**src/rtl/aes_pkg.sv**
```systemverilog
// Shared AES datapath types and byte-addressing helpers.
package aes_pkg;

    localparam int STATE_W   = 128;
    localparam int NUM_BYTES = 16;

    typedef logic [STATE_W-1:0] state_t;
    typedef logic [7:0]         byte_t;

    // Column-major state layout: byte index of matrix element s[row][col].
    function automatic int byte_index(input int row, input int col);
        return row + 4 * col;
    endfunction

endpackage

```
**src/rtl/shift_rows_perm.sv**
```systemverilog
// Combinational ShiftRows (INVERSE=0) / InvShiftRows (INVERSE=1) byte permutation.
module shift_rows_perm
    import aes_pkg::*;
#(
    parameter bit INVERSE = 1'b0
) (
    input  state_t src,
    output state_t dst
);

    // Byte k sits at bits [127-8k -: 8]; row r rotates left (forward) or right (inverse) by r.
    for (genvar r = 0; r < 4; r++) begin : g_row
        for (genvar c = 0; c < 4; c++) begin : g_col
            localparam int SRC_COL = INVERSE ? ((c + 4 - r) % 4) : ((c + r) % 4);
            localparam int DST_BYTE = byte_index(r, c);
            localparam int SRC_BYTE = byte_index(r, SRC_COL);
            assign dst[STATE_W-1-8*DST_BYTE -: 8] = src[STATE_W-1-8*SRC_BYTE -: 8];
        end
    end

endmodule

```
**src/rtl/shift_rows_unit.sv**
```systemverilog
// Registered ShiftRows / InvShiftRows stage: two independent one-deep
// valid/ready channels, each permuting a 128-bit AES state with one cycle latency.
module shift_rows_unit
    import aes_pkg::*;
(
    input  logic         clk,
    input  logic         rst_n,

    input  logic         fwd_valid_i,
    output logic         fwd_ready_o,
    input  logic [127:0] fwd_state_i,
    output logic         fwd_valid_o,
    input  logic         fwd_ready_i,
    output logic [127:0] fwd_state_o,

    input  logic         inv_valid_i,
    output logic         inv_ready_o,
    input  logic [127:0] inv_state_i,
    output logic         inv_valid_o,
    input  logic         inv_ready_i,
    output logic [127:0] inv_state_o
);

    state_t fwd_perm;
    state_t inv_perm;
    state_t fwd_state_p0;
    state_t inv_state_p0;
    logic   fwd_vld_p0;
    logic   inv_vld_p0;

    shift_rows_perm #(.INVERSE(1'b0)) u_fwd_perm (
        .src (fwd_state_i),
        .dst (fwd_perm)
    );

    shift_rows_perm #(.INVERSE(1'b1)) u_inv_perm (
        .src (inv_state_i),
        .dst (inv_perm)
    );

    // Single output register per channel: free when empty or when its content leaves this cycle.
    assign fwd_ready_o = !fwd_vld_p0 || fwd_ready_i;
    assign inv_ready_o = !inv_vld_p0 || inv_ready_i;

    // ---- stage p0: forward channel output register ----
    always_ff @(posedge clk or negedge rst_n) begin
        if (!rst_n) begin
            fwd_vld_p0   <= 1'b0;
            fwd_state_p0 <= '0;
        end else if (fwd_ready_o) begin
            fwd_vld_p0 <= fwd_valid_i;
            if (fwd_valid_i) begin
                fwd_state_p0 <= fwd_perm;
            end
        end
    end

    // ---- stage p0: inverse channel output register ----
    always_ff @(posedge clk or negedge rst_n) begin
        if (!rst_n) begin
            inv_vld_p0   <= 1'b0;
            inv_state_p0 <= '0;
        end else if (inv_ready_o) begin
            inv_vld_p0 <= inv_valid_i;
            if (inv_valid_i) begin
                inv_state_p0 <= inv_perm;
            end
        end
    end

    assign fwd_valid_o = fwd_vld_p0;
    assign fwd_state_o = fwd_state_p0;
    assign inv_valid_o = inv_vld_p0;
    assign inv_state_o = inv_state_p0;

endmodule

```
**config.mk**
```make
export PLATFORM = sky130hd
export DESIGN_NAME = shift_rows_unit
export DESIGN_NICKNAME = d
export VERILOG_FILES = /design/src/rtl/aes_pkg.sv /design/src/rtl/shift_rows_perm.sv /design/src/rtl/shift_rows_unit.sv
export SDC_FILE = /design/constraint.sdc
export NUM_CORES = 1
export LEC_CHECK = 0
export BUFFER_PORTS_ARGS = -buffer_cell sky130_fd_sc_hd__buf_2
export CAP_MARGIN = 10
export CORE_ASPECT_RATIO = 1.4
export CORE_MARGIN = 5
export CORE_UTILIZATION = 23
export CTS_CLUSTER_DIAMETER = 40
export CTS_CLUSTER_SIZE = 25
export DETAILED_ROUTE_END_ITERATION = 8
export SLEW_MARGIN = 20
export SYNTH_ARGS = -nofsm -noshare
export SYNTH_HDL_FRONTEND = slang
export SYNTH_SLANG_ARGS = --single-unit
```
**constraint.sdc**
```tcl
create_clock -name clk -period 1.4 [get_ports clk]
set_input_delay 0.28 -clock clk [delete_from_list [all_inputs] [get_ports clk]]
set_output_delay 0.28 -clock clk [all_outputs]
set_load 0.1 [all_outputs]
```
---- Yosys cells after proc, flatten, opt, wreduce, memory -nomap -nowiden ----
Index checks and enable logic that the tools add are counted.
word-level totals
  logic and storage cells ................. 10
  input port bits ......................... 262
  bits in registers ....................... 258
  output and inout bits ................... 260
operators by class
  reduce and logical (&&, ||, !) cells .... 6
operator list
  cell                 number
  AND reduction 2 bit  2
  zero test 1 bit      2
  logical OR 1 bit     2

---- Longest topological paths before layout ----
Gate-level depths: netlist (run 1).
  depth after elaboration ................. 3
  gate-level depth with buffers ........... 5
  mapped depth without buffers ............ 3

---- Cells and area by module ----
A second synthesis (run 1) with hierarchy kept.
second synthesis, totals
  cell total of the unflattened synthesis .. 804
  area, all modules ....................... 12604.6 um^2
by module, submodules not included
  module           seq. area each (um^2)  area an instance (um^2)  cells each  instances
  shift_rows_unit  6456.2                 10682.7                  548         1
  shift_rows_perm  0.0                    960.9                    128         2

---- Least setup slack after synthesis (run 1) ----
OpenSTA, ideal clock, no wires.
  kind .................................... reg-to-reg
  start point ............................. register fwd_vld_p0, in the netlist fwd_valid_o
  end point ............................... register fwd_state_p0[101], in the netlist fwd_state_o[101]
  setup slack ............................. -0.860 ns
  required time ........................... 1.274 ns
  arrival ................................. 2.134 ns
  library setup time ...................... 0.126 ns
  period minus slack after synthesis ...... 2.260 ns
  cell stages (with the launch flop) ...... 6
  buffers on the path ..................... 2
  cells stage by stage .................... dfrtp_1 -> nand2b_4 -> nand2_4 -> buf_6 -> buf_6 -> mux2_2
on the way
  word-level cells in the longest chain between the ends .. 3
RTL lines
  what                                  RTL line               text
  start, declared                       shift_rows_unit.sv:28  logic fwd_vld_p0;
  start signal, assigned                shift_rows_unit.sv:51  fwd_vld_p0 <= fwd_valid_i;
  zero test 1 bit                       shift_rows_unit.sv:42  assign fwd_ready_o = !fwd_vld_p0 || fwd_ready_i;
  logical OR 1 bit                      shift_rows_unit.sv:42
  named net fwd_ready_o                 shift_rows_unit.sv:10  output logic fwd_ready_o,
  AND reduction 2 bit (no source line)  n/a
  end signal, assigned                  shift_rows_unit.sv:53  fwd_state_p0 <= fwd_perm;
  end, declared                         shift_rows_unit.sv:26  state_t fwd_state_p0;
The timed path passes the listed nets, and every way through them passes these cells.
A chain may end at the register's enable or synchronous reset.

---- Worst setup path after layout (run 1) ----
  start point ............................. register fwd_vld_p0, in the netlist fwd_valid_o
  end point ............................... register fwd_state_p0[18], in the netlist fwd_state_o[18]
on the way
  word-level cells in the longest chain between the ends .. 3
RTL lines
  what                                  RTL line
  zero test 1 bit                       shift_rows_unit.sv:42
  logical OR 1 bit                      shift_rows_unit.sv:42
  AND reduction 2 bit (no source line)  n/a
Every way passes these cells.

==> results of run 1 <==
[state kept, by name, summed over array words and instances (netlist names)]
signal / count
fwd_state_o: 128
fwd_valid_o: 1
inv_state_o: 128
inv_valid_o: 1
[cell usage after synthesis, drive strengths merged]
library cell | count | share of area
dfrtp | 258 | 0.60
mux2 | 256 | 0.34
buf | 28 | 0.048
nand2b | 4 | 0.0037
nand2 | 2 | 0.0021
[per-stage QoR]
step                hold WS, ps  instance area, µm²  TNS (ps)  utilization
floorplan                 -15.6               10700    -91450            -
global placement            166               15400      -870        0.334
detailed placement          164               15400     -1620        0.334
CTS                       0.827               22200    -24810        0.483
global route               11.1               23300    -56870        0.508
finish                     31.2               23300    -39820        0.508
[power groups by stage]
stage,combinational [mW],sequential [mW],clock [mW]
after floorplan,2.13,17.3,0
after global placement,13.6,9.46,0
after detailed placement,13.6,9.49,0
after CTS,17.0,9.82,9.51
after global routing,18.4,10.0,9.83
final,18.1,9.94,9.31
[area by class of cell]
class	count	area, µm²
Fill cell	3516	22600
Sequential cell	258	6470
Clock buffer	44	982
Antenna cell	4	10.0
Tap cell	617	772
Clock inverter	20	244
Timing Repair Buffer	972	11000
Multi-Input combinational cell	265	3840
[cell families after synthesis]
kind of cell,Yosys count,synth area share
simple gates,6,0.00586
mux,256,0.342
buf+inv,28,0.0476
flops,258,0.604
[worst reg2reg max path: stages (launching register included)]
cell and delay [ps]:
dfrtp_4 500, nand2b_4 90, buf_4 120, buf_12 140
nand2_8 130, clkbuf_16 250, mux2_4 310
[final timing paths]
| kind | from | endpoint | slack, ps |
|---|---|---|---|
| min in group asynchronous | rst_n | inv_state_o[28] | 240 |
| worst max register to register | fwd_valid_o | fwd_state_o[18] | -250 |
| worst max-delay path | fwd_valid_o | fwd_state_o[18] | -250 |
| worst min register to register | inv_state_o[108] | inv_state_o[108] | 570 |
| worst min-delay path | inv_state_i[34] | inv_state_o[66] | 30 |
| max in group asynchronous | rst_n | fwd_state_o[13] | 470 |
[metal layers]
layer,vias up,track usage
met1,4372,0.153
met3,138,0.0493
li1,3914,-
met2,404,0.299
met5,-,0
met4,0,0.0829
[repair_timing]
action,in CTS,in global routing
buffers inserted,75,83
pin swaps,0,1
setup endpoints to repair,265,515
resized for setup,704,58
hold endpoints to repair,414,1
cloned,2,13
hold buffers,235,1
==> run summary, run 1 <==
Tmin final = 1650 ps
Combinational power share = 0.484
First-pass DRT Iterations = 6
Worst VDD drop = 1190 µV
Clock Pin Slew Worst Setup and Hold Paths = 60 ps
Synth unique cells = 8
Post-placement worst setup slack = -50.0 ps
Core ar. = 46000 µm²
M1 WL = 15300 µm
R2R cell count = 6
Crit-path max cell delay = 500 ps
Final setup viols = 298
Worst Hold Depth = 2
DR iter-0 viols = 207
Clk_skew = 14.5 ps
Pleak = 11.4 nW
Ports = 522
Final Slew Violations = 0
Clk root buf = clkbuf_16
P&R area growth vs syn = 118%
Final global-route overflow total = 0
CTS tree = built
Crit path kind = reg -> reg
Worst-skew pair later-pin latency = 510 ps
Sequential area share after synthesis = 0.604
Antenna violations before repair = 4
Fmax = 605 MHz
Failing checks = setup timing
Via count = 8828
Crit path capture type = register
Cell row count = 93
First-pass GRT wire length = 62400 µm
Stages on worst setup path = 6
Most frequent cells in the layout = buf_12 (275), buf_2 (260), dfrtp_1 (248), dlygate4sd3_1 (236), mux2_4 (221)
I/O Buffers = 521
Final period util = 1.18
CTS sink cnt = 258
RSZ-0062 raised after global routing = true
Layout cells sized above 1 = 0.686
Sw Ratio = 0.418
Largest net degree at the start of global routing = 52
Nets = 1795
Post-DR vias/cell = 4.05
GPL Wtd Cong = 0.806
Yosys warnings = 0
Critical Path RT = 1790 ps
CTS buffer count = 36
Mapped Area = 10700 µm²
Worst slew margin = 0.775
Clock buffer depth = 3
CP max-delay cell = dfrtp_4
Slew @ Worst Pin = 337 ps
# DRC = 0
Delay-heaviest family, CP = buffers and inverters
Placed insts = 1703
Initial core utilization = 0.232
Synth Instances = 548
Hold Crit Class = in -> reg
Non-filler cells, final = 2180
Bufs and invs on worst path = 3
Overall Power = 37.3 mW
Global-route usage over all layers = 0.159
Drt wl/cell = 21.5 µm
Critical Path Fanout Max = 14
Switching power = 15.6 mW
Internal power = 21.7 mW
DIE AREA = 50900 µm²
Clock share of power = 0.250
Most common cell after layout, fill and taps aside = buf_12
PnR worst setup slack = -253 ps
Status = complete, but fails checks
Drt total wl = 46900 µm
Die X = 192 µm
Part of the power in registers = 0.266
Met2 routed WL = 25700 µm
Final Hold Fails = 0
Final ANT Viol Nets = 0
H-tree levels = 2
Vias in the first global route = 10200
Final HPWL DP = 25100 µm
Max_cap viols = 0
Die Ht = 265 µm
Pwr dens = 1600 nW/µm²
CP Launch Type = register
Critical Path, Cell by Cell = nand2b_4 > buf_4 > buf_12 > nand2_8 > clkbuf_16 > mux2_4
Mapped Avg Cell Area = 19.5 µm²
Yosys reg bits = 258
Post-synth net total = 810
Highest metal used = met4
Arrival @ worst endpoint = 2040 ps
Metal3 WL = 3330 µm
Power figures use the tool's default switching activity.
==> run 2: changes to the inputs <==
--- a/config.mk
+++ b/config.mk
@@ -5,14 +5,17 @@
 export SDC_FILE = /design/constraint.sdc
 export NUM_CORES = 1
 export LEC_CHECK = 0
-export BUFFER_PORTS_ARGS = -buffer_cell sky130_fd_sc_hd__buf_2
 export CAP_MARGIN = 10
+export CELL_PAD_IN_SITES_DETAIL_PLACEMENT = 0
+export CELL_PAD_IN_SITES_GLOBAL_PLACEMENT = 1
 export CORE_ASPECT_RATIO = 1.4
 export CORE_MARGIN = 5
 export CORE_UTILIZATION = 23
 export CTS_CLUSTER_DIAMETER = 40
 export CTS_CLUSTER_SIZE = 25
 export DETAILED_ROUTE_END_ITERATION = 8
+export DONT_BUFFER_PORTS = 1
+export PLACE_DENSITY_LB_ADDON = 0.1
 export SLEW_MARGIN = 20
 export SYNTH_ARGS = -nofsm -noshare
 export SYNTH_HDL_FRONTEND = slang
==> run summary, run 2 (same netlist as run 1, synthesis figures left out) <==
Final global-route overflow total = 0 (unchanged)
Final Slew Violations = 0 (unchanged)
Most common cell after layout, fill and taps aside = dlygate4sd3_1
Drt wl/cell = 20.7 µm (-3.8%)
Post-DR vias/cell = 3.99 (-1.5%)
Failing checks = hold timing, setup timing
CTS sink cnt = 258 (unchanged)
P&R area growth vs syn = 103%
Tmin final = 1600 ps (-56.2 ps)
Hold Slack = -566 ps (-597 ps)
Pleak = 10.1 nW (-11%)
Final Hold Fails = 258 (+258)
DIE AREA = 50900 µm² (unchanged)
Global-route usage over all layers = 0.145 (-0.0147)
Clock buffer depth = 3 (unchanged)
Vias in the first global route = 8894 (-13%)
Reg-to-reg endpoint = fwd_state_o[77]
First-pass GRT wire length = 56200 µm (-10%)
Nets = 1482 (-17%)
Crit path kind = reg -> reg
I/O Buffers = 0 (-100%)
Fmax = 626 MHz (+3.5%)
Most frequent cells in the layout = dlygate4sd3_1 (258), buf_12 (255), dfrtp_1 (252), mux2_4 (212), buf_4 (94)
CP Launch Type = register
Slew @ Worst Pin = 350 ps (+13.1 ps)
Final HPWL DP = 25000 µm (about the same)
Clk root buf = clkbuf_16
Overall Power = 37.6 mW (+0.70%)
Final ANT Viol Nets = 0 (unchanged)
DR iter-0 viols = 150 (-28%)
Die X = 192 µm (unchanged)
Die Ht = 265 µm (unchanged)
Antenna violations before repair = 4 (unchanged)
Reg-to-reg startpoint = fwd_valid_o
Cell row count = 93 (unchanged)
Critical Path RT = 1820 ps (+30 ps)
Core Util, Final = 0.473 (-0.0350)
Crit path capture type = register
Ports = 522 (unchanged)
Layout cells sized above 1 = 0.588 (-0.0981)
Max_cap viols = 0 (unchanged)
Worst slew margin = 0.767 (-0.00873)
RSZ-0062 raised after global routing = true
Hold Crit Class = in -> async
Worst VDD drop = 1110 µV (-6.8%)
Footprint of the multi-input gates = 3800 µm² (-1.2%)
Largest net degree at the start of global routing = 259 (+400%)
Worst-skew pair later-pin latency = 550 ps (+40 ps)
PnR worst setup slack = -197 ps (+56.2 ps)
Pwr dens = 1730 nW/µm² (+8.2%)
Initial core utilization = 0.232 (unchanged)
Clk_skew = 10.8 ps (-3.76 ps)
CTS tree = built
Status = complete, but fails checks
Via count = 7484 (-15%)
Critical Path Fanout Max = 7 (-7)
GPL Wtd Cong = 0.760 (-5.7%)
Fillcell total = 3874 (+10%)
Setup slack, reg-to-reg = -200 ps (+60 ps)
Final period util = 1.14 (-0.0401)
# DRC = 0 (unchanged)
First-pass DRT Iterations = 4 (-2)
Drt total wl = 38900 µm (-17%)
Final setup viols = 444 (+49%)
Clock Pin Slew Worst Setup and Hold Paths = 50 ps (about the same)
Core ar. = 46000 µm² (unchanged)
CTS buffer count = 45 (+25%)
Register area = 6470 µm² (about the same)
Arrival @ worst endpoint = 2020 ps (-20 ps)
R2R cell count = 6 (unchanged)
H-tree levels = 2 (unchanged)
CTS Hold Bufs = 258 (+9.8%)
## run 2: power by group
group	total [mW]	internal, mW	switching [mW]	leakage (nW)
Sequential	9.79	8.58	1.20	3.01
Clock	10.9	6.94	3.92	0.737
Combinational	16.9	6.81	10.1	6.37
## run 2: how the worst max path moves through the flow
stage / from / endpoint / slack [ps] / cells after the start
after CTS: fwd_valid_o / fwd_ready_o / -230 / 2
after global routing: fwd_valid_o / fwd_ready_o / -260 / 2
after floorplan: fwd_valid_o / fwd_state_o[100] / -370 / 5
after global placement: inv_valid_o / inv_state_o[6] / -60 / 4
final: fwd_valid_o / fwd_state_o[77] / -200 / 6
after detailed placement: inv_valid_o / inv_state_o[112] / -80 / 4
## run 2: routing by layer
layer | GRT usage | vias to the layer above | routed length (µm)
met3 | 0.0476 | 83 | 3240
met1 | 0.152 | 3724 | 13300
met2 | 0.261 | 377 | 20700
met4 | 0.0629 | 0 | 1580
met5 | 0 | - | 0
li1 | - | 3300 | -
## run 2: worst max-delay path, cell delays in order (launching register included)
cell	delay [ps]
dfrtp_4	490
nand2b_4	100
buf_6	120
nand2_8	110
buf_12	180
clkbuf_16	170
mux2_4	290
## run 2: layout make-up
class	instances	area share
Antenna cell	4	0.000461
Clock buffer	57	0.0577
Clock inverter	26	0.0116
Multi-Input combinational cell	264	0.175
Sequential cell	258	0.298
Tap cell	617	0.0355
Timing Repair Buffer	651	0.422
## run 2: what timing repair did
action	CTS	global route
hold endpoints to repair	516	258
buffers inserted	76	39
cloned	14	1
pin swaps	3	3
endpoints found under the setup margin	404	515
gates resized for setup	483	59
## run 2: per-stage QoR
step	instance area [µm²]	cells	TNS (ps)	setup slack (ps)
finish	21700	1877	-27020	-197
global route	21700	1877	-51420	-256
floorplan	10700	548	-91450	-367
CTS	21300	1842	-45050	-227
detailed placement	14300	1413	-4450	-78.1
global placement	14300	1413	-3670	-61.0
